`src/rtl/tt_scanner.sv`:
```
// Truth-table scanner: walks a 3-input decoder through all eight input codes
// in binary or Gray order, capturing f into an 8-bit table plus a minterm count.
module tt_scanner (
  input  logic       clk,
  input  logic       rst_n,
  input  logic       start,
  input  logic       mode,
  input  logic       hold,
  input  logic       f_in,
  output logic       a,
  output logic       b,
  output logic       c,
  output logic [7:0] tt,
  output logic [3:0] ones,
  output logic       busy,
  output logic       done
);

  typedef enum logic [1:0] {
    IDLE   = 2'd0,
    DRIVE  = 2'd1,
    SAMPLE = 2'd2,
    DONE   = 2'd3
  } state_t;

  state_t     state_r;
  logic [2:0] idx_r;
  logic       mode_q_r;
  logic [2:0] abc_r;
  logic [7:0] tt_r;
  logic [3:0] ones_r;
  logic       busy_r;
  logic       done_r;
  logic [2:0] code_s;
  logic [2:0] next_code_s;

  // Step index to decoder code; Gray order keeps one input toggling per step.
  function automatic logic [2:0] code_of(input logic [2:0] i, input logic m);
    logic [2:0] res;
    if (m) begin
      res = i ^ (i >> 1);
    end else begin
      res = i;
    end
    return res;
  endfunction

  // Current and upcoming code derived from the step index.
  always_comb begin
    code_s      = code_of(idx_r, mode_q_r);
    next_code_s = code_of(idx_r + 3'd1, mode_q_r);
  end

  // Scan sequencer; hold in DRIVE/SAMPLE freezes every register.
  always_ff @(posedge clk or negedge rst_n) begin
    if (!rst_n) begin
      state_r  <= IDLE;
      idx_r    <= 3'd0;
      mode_q_r <= 1'b0;
      abc_r    <= 3'd0;
      tt_r     <= 8'h00;
      ones_r   <= 4'd0;
      busy_r   <= 1'b0;
      done_r   <= 1'b0;
    end else begin
      case (state_r)
        IDLE, DONE: begin
          if (start) begin
            state_r  <= DRIVE;
            idx_r    <= 3'd0;
            mode_q_r <= mode;
            abc_r    <= 3'd0;
            tt_r     <= 8'h00;
            ones_r   <= 4'd0;
            busy_r   <= 1'b1;
            done_r   <= 1'b0;
          end else begin
            state_r <= state_r;
          end
        end
        DRIVE: begin
          if (!hold) begin
            state_r <= SAMPLE;
          end else begin
            state_r <= DRIVE;
          end
        end
        SAMPLE: begin
          if (!hold) begin
            tt_r[code_s] <= f_in;
            ones_r       <= ones_r + {3'b000, f_in};
            if (idx_r == 3'd7) begin
              state_r <= DONE;
              busy_r  <= 1'b0;
              done_r  <= 1'b1;
            end else begin
              idx_r   <= idx_r + 3'd1;
              abc_r   <= next_code_s;
              state_r <= DRIVE;
            end
          end else begin
            state_r <= SAMPLE;
          end
        end
        default: begin
          state_r <= IDLE;
          busy_r  <= 1'b0;
          done_r  <= 1'b0;
        end
      endcase
    end
  end

  assign a    = abc_r[2];
  assign b    = abc_r[1];
  assign c    = abc_r[0];
  assign tt   = tt_r;
  assign ones = ones_r;
  assign busy = busy_r;
  assign done = done_r;

endmodule

```
`config.mk`:
```
export PLATFORM = sky130hd
export DESIGN_NAME = tt_scanner
export DESIGN_NICKNAME = d
export VERILOG_FILES = /design/src/rtl/tt_scanner.sv
export SDC_FILE = /design/constraint.sdc
export NUM_CORES = 1
export LEC_CHECK = 0
export ABC_AREA = 1
export CORE_ASPECT_RATIO = 1.1
export CORE_MARGIN = 4
export CORE_UTILIZATION = 30
export CTS_BUF_LIST = sky130_fd_sc_hd__clkbuf_4
export CTS_CLUSTER_DIAMETER = 200
export CTS_CLUSTER_SIZE = 10
export DETAILED_ROUTE_END_ITERATION = 12
export SLEW_MARGIN = 25
export SYNTH_ARGS = -nofsm -noshare
export SYNTH_HDL_FRONTEND = slang
export SYNTH_SLANG_ARGS = --single-unit
```
`constraint.sdc`:
```
create_clock -name clk -period 1.9 [get_ports clk]
set_input_delay 0.285 -clock clk [delete_from_list [all_inputs] [get_ports clk]]
set_output_delay 0.285 -clock clk [all_outputs]
set_load 0.005 [all_outputs]
```
Word level (Yosys, flattened, before mapping)
Index checks and enable logic that the tools add are counted.
- register bits: 23
- input bits: 6
- output and inout port bits: 17
- logic and storage cells: 61
- add/subtract/negate cells: 2
- magnitude comparators: 2
- equality and inequality tests: 8
- multiplexer cells: 31
- bitwise operators: 2
- reduce and logical (&&, ||, !) cells: 8
- operators by type and width (cell ; count):
    3-bit 2-to-1 mux ; 7
    8-bit 2-to-1 mux ; 2
    8-bit case mux with 2 select lines ; 1
    3-bit case mux with 2 select lines ; 2
    8-bit bitwise mux ; 1
    2-bit 2-to-1 mux ; 4
    4-bit 2-to-1 mux ; 2
    2-bit inequality test, second input constant ; 4
    4-bit case mux with 2 select lines ; 1
    4-bit AND reduction ; 2
    1-bit 2-to-1 mux ; 7
    2-bit case mux with 3 select lines ; 1
    3-bit by 2-bit XOR with 3-bit output ; 2
    4-bit by 1-bit adder with 4-bit output ; 1
    2-bit equality test, second input constant ; 2
    3-bit by 4-bit < comparator with 1-bit output, second input constant ; 1
    1-bit case mux with 2 select lines ; 2
    3-bit by 1-bit adder with 3-bit output, second input constant ; 1
    1-bit demux with 3-bit select ; 1
    3-bit equality test, second input constant ; 1
    3-bit by 1-bit greater-or-equal comparator with 1-bit output, second input constant ; 1
    3-bit AND reduction ; 1
    2-bit by 1-bit equality test with 1-bit output, second input constant ; 1
    2-bit zero test ; 1
    other kinds (4) ; 4

Logic depth before layout (Yosys ltp)
Gate-level depths: netlist of the first run.
- word-level depth: 9
- mapped depth: 11
- mapped depth without buffers: 10

Worst setup path after synthesis of the first run
OpenSTA, ideal clock, no wires.
- path kind: reg-to-reg
- start: register idx_r[2]
- end: register tt_r[5], in the netlist tt[5]
- setup time: 0.117 ns
- arrival: 1.346 ns
- data required time: 1.783 ns
- slack: 0.437 ns
- stages on the path, launching flop included: 12
- path buffers: 1
- clock period less this slack: 1.463 ns
- path through: dfrtp_1 buf_2 inv_1 ha_1 inv_1 nand2_1 nand2_1 nand3_1 nand2_1 nand2_1 nand2_1 nand2_1
- cells in the longest elaborated chain, start to end: 9
- elaborated cells on any way between the ends: 10
- those cells by class: order compare (2); mux (6); bitwise (1); reduce/logical (1)
- RTL lines (element ; RTL line ; text):
    from (decl) ; 27 ; logic [2:0] idx_r;
    from (signal assigned) ; 97 ; idx_r <= idx_r + 3'd1;
    3-bit by 2-bit XOR with 3-bit output ; 41 ; res = i ^ (i >> 1);
    3-bit 2-to-1 mux (*) ; 40 ; if (m) begin
    3-bit by 4-bit < comparator with 1-bit output (implied by the code) / 3-bit by 1-bit greater-or-equal comparator with 1-bit output (equally long branches) ; 90 ; tt_r[code_s] <= f_in;
    1-bit logical AND (implied by the code) ; 90 ;
    1-bit 2-to-1 mux (implied by the code) ; 90 ;
    1-bit demux with 3-bit select (*) ; 90 ;
    8-bit bitwise mux (*) ; 90 ;
    8-bit 2-to-1 mux (*) ; 89 ; if (!hold) begin
    8-bit case mux with 2 select lines (*) ; 66 ; case (state_r)
    to (signal, indexed assignment) ; 90 ;
    to (decl) ; 30 ; logic [7:0] tt_r;
Every way passes the cells marked *; elsewhere a longest branch is shown, timed or not. The select of a mux whose other input is x is not followed.
A chain may end at the register's enable or synchronous reset.

Worst setup path in the final report of the first run
- start: register state_r[0]
- end: register tt_r[5], in the netlist tt[5]
- cells in the longest elaborated chain, start to end: 4
- elaborated cells on any way between the ends: 9
- those cells by class: eq/ne (4); mux (1); reduce/logical (4)
- RTL lines (element ; RTL line ; text):
    from (decl) ; 26 ; state_t state_r;
    from (signal assigned) ; 78 ; state_r <= state_r;
    2-bit equality test / 2-bit zero test (equally long branches) ; 66 ;
    2-bit OR reduction ; 66 ;
    2-bit inequality test (no source line) / 2-bit nonzero test (equally long branches) ; -- ;
    3-bit AND reduction (no source line) ; -- ;
Parallel ways exist; a longest one is shown, timed or not.

==> impl_metrics.tcl, run 1 <==
set metrics [dict create \
    outcome "finished, final reports clean" \
    finalClockSkew_ns 0.003089 \
    dp_hpwl_um 1950 \
    drive_gt1_share_pct 8.511 \
    dp.cells 237 \
    die_h_um 75.43 \
    cap_violations 0 \
    wl_per_cell_um 10.45 \
    setup_viol 0 \
    crit_chain "inv_1, ha_1, nand2_1, buf_4, and3_1, nand4_1, nand2_1" \
    grt_pass1_wl_um 4443 \
    synth_top_area_share_pct 44.40 \
    fin_tns_setup_ns 0 \
    n_fill_cell 413 \
    tightest_slew_ns 0.2966 \
    dieArea_mm2 0.005227 \
    yosys-top-cells-count "nand2_1 (58), dfrtp_1 (22), inv_1 (15)" \
    p_per_area_mw_per_mm2 1063 \
    synthTopCellsByArea "dfrtp_1 (44%), nand2_1 (18%), ha_1 (8.1%)" \
    synth-warning-count 0 \
    syn2layout_area_growth_pct 25.93 \
    ioPinCount 23 \
    firstDrtPassIters 5 \
    cp_slowest_stage_delay_ns 0.39 \
    finalNonFillerCells 240 \
    vias_per_cell 4.483 \
    cp-startpoint "state_r[0]" \
    holdBufCountCts 0 \
    synth-edff-count 0 \
    rsz0062_at_grt "false" \
    vias 1076 \
    antenna_found_initial 0 \
    grt_pass1_vias 994 \
    multi_input_area_um2 586.8 \
    cts_root_buffer "clkbuf_4" \
    min_period_ns 1.642 \
    path_class "reg -> reg" \
    io_buffers 22 \
    cts_tree "yes" \
    ys_ff_latch 22 \
    yosysSeqAreaShare_pct 44.40 \
    critPathSlowestCell "dfrtp_1" \
    max_freq_ghz 0.6090 \
    syn_nets 175 \
    leakagePower_nw 0.7776 \
    ir_worst_vdd_v 0.0005627 \
    synth_area_per_cell_um2 7.701 \
    numCtsBuffers 3 \
    post-cts-setup-buffer-count 0 \
    hp-class "in -> async" \
    end_kind "register" \
    floorplan.initialDensity_pct 31.28 \
    ys_types 22 \
    crit_top_cell "nand2_1" \
    drt-total-wl_um 2508 \
    required_ns 2.15 \
    async_reset_ff_share_pct 100.0 \
    num_antenna_cells 0 \
    nNetsFinal 204 \
    core-area_mm2 0.003964 \
    fin_crit_sh_pct 86.43 \
    syn-cell-area_mm2 0.001240 \
    cp_max_fo 8 \
    clk-insertion-delay-late_ns 0.30 \
    holdWs_ns 0.3253 \
    detail-route-antenna-nets 0 \
    chipWidth_um 69.30 \
    track_usage_pct 10.68 \
    reg2reg_from "state_r[0]" \
    register_area_um2 550.5 \
    postCtsResizedCells 0 \
    drc 0 \
    slew_violations 0 \
    clkTransAtPathRegs_ns 0.12 \
    row_count 24 \
    drt_iter0_drc 67 \
    synth_flop_cell "dfrtp_1" \
    post-synth-top-area-cell "dfrtp_1" \
    hold_viol 0 \
    clock-sinks 22 \
    overflow 0 \
    critical_path_arrival_ns 1.89 \
    clockBufferDepth 2 \
    relSlewSlack_pct 80.22 \
    yosysMostFrequentCell "nand2_1" \
    crit_path_start_kind "register" \
    synth_cells 161 \
    grt_max_degree 23 \
    place_congestion 0.8287 \
    htreeDepth 1 \
]
-- metal layers --
| metal | GRT usage (%) | vias up | routed length (µm) | part of all wire, % |
|---|---|---|---|---|
| li1 | - | 578 | - | - |
| met1 | 13.41 | 469 | 1223 | 49 |
| met2 | 18.01 | 25 | 1139 | 45 |
| met3 | 2.375 | 4 | 109 | 4.3 |
| met4 | 4.555 | 0 | 35 | 1.4 |
| met5 | 0 | - | 0 | 0 |
-- stage by stage --
| step | util [%] | worst slack (ns) | instance area [µm²] | total power, W |
|---|---|---|---|---|
| after floorplan | - | 0.4367 | 1240 | 0.001197 |
| after global placement | 38.83 | 0.2418 | 1539 | 0.001466 |
| after detailed placement | 38.83 | 0.2307 | 1539 | 0.001469 |
| after CTS | 39.39 | 0.2350 | 1562 | 0.001692 |
| after global routing | 39.39 | 0.06773 | 1562 | 0.001845 |
| final | 39.39 | 0.2579 | 1562 | 0.001660 |
-- cells by family (layout without fill, tap and decap cells) --
| kind of cell | count (synthesis) | in the layout | synth area share [%] |
|---|---|---|---|
| AOI/OAI and AO/OA | 21 | 21 | 9.082 |
| xor gates and xnor gates | 1 | 1 | 0.7065 |
| adders and majority gates | 8 | 8 | 8.073 |
| buffers and inverters | 23 | 50 | 8.273 |
| DFF | 22 | 22 | 44.40 |
| and+or+nand+nor | 86 | 86 | 29.47 |
-- final cells by class --
cell class / instances / share of cell area, %
timing repair buffer: 28 / 16.99
sequential: 22 / 35.26
tap: 52 / 4.167
clock buffer: 3 / 1.442
multi-input combinational: 116 / 37.58
inverter: 19 / 4.567
-- placed cells by master, fill, tap and decap left out, types with 2 or more instances in the layout --
master	Yosys	final
o22ai_1	2	2
nand2_2	2	2
ha_1	8	8
nor2_1	6	6
inv_1	15	15
dfrtp_1	22	22
buf_4	2	6
nand2_1	58	58
clkbuf_4	0	3
nand4_1	7	7
a21oi_1	2	2
nor2_2	2	2
clkdlybuf4s50_1	0	22
o21ai_0	4	4
o21ai_1	11	11
inv_2	3	3
nand3_1	10	10
-- sequential cells by signal, summed over array words and instances, names as in the netlist --
name      flops
ones          4
state_r       2
mode_q_r      1
done          1
idx_r         3
busy          1
abc_r         2
tt            8
-- power by group --
group	switching, W	internal, W	total, W
clock network	0.000133	0.0000739	0.000207
registers	0.0000644	0.000550	0.000614
logic	0.000502	0.000338	0.000839
-- worst max-delay path, delay by kind of cell, from the launching register on --
kind,cells,cell delay [ns]
flip-flops,1,0.39
adder cells (fa/ha/maj),1,0.32
buffers and inverters,2,0.20
AND/OR/NAND/NOR,4,0.68
-- path summary, 6_finish.rpt --
| check | endpoint | slack [ns] | cells after the start |
|---|---|---|---|
| max reg2reg | tt[5] | 0.26 | 7 |
| max in group asynchronous | mode_q_r | 1.35 | 2 |
| min in group clk | tt[0] | 0.48 | 2 |
| min reg2reg | tt[0] | 0.48 | 2 |
| max | tt[5] | 0.26 | 7 |
| min | tt[1] | 0.33 | 2 |
Power figures use the tool's default switching activity.
==> run 2, diff against run 1 <==
- CTS_CLUSTER_SIZE: 10 -> 16
==> results of run 2 <==
Same layout as run 1: the final DEF is identical, and so are final timing and power.
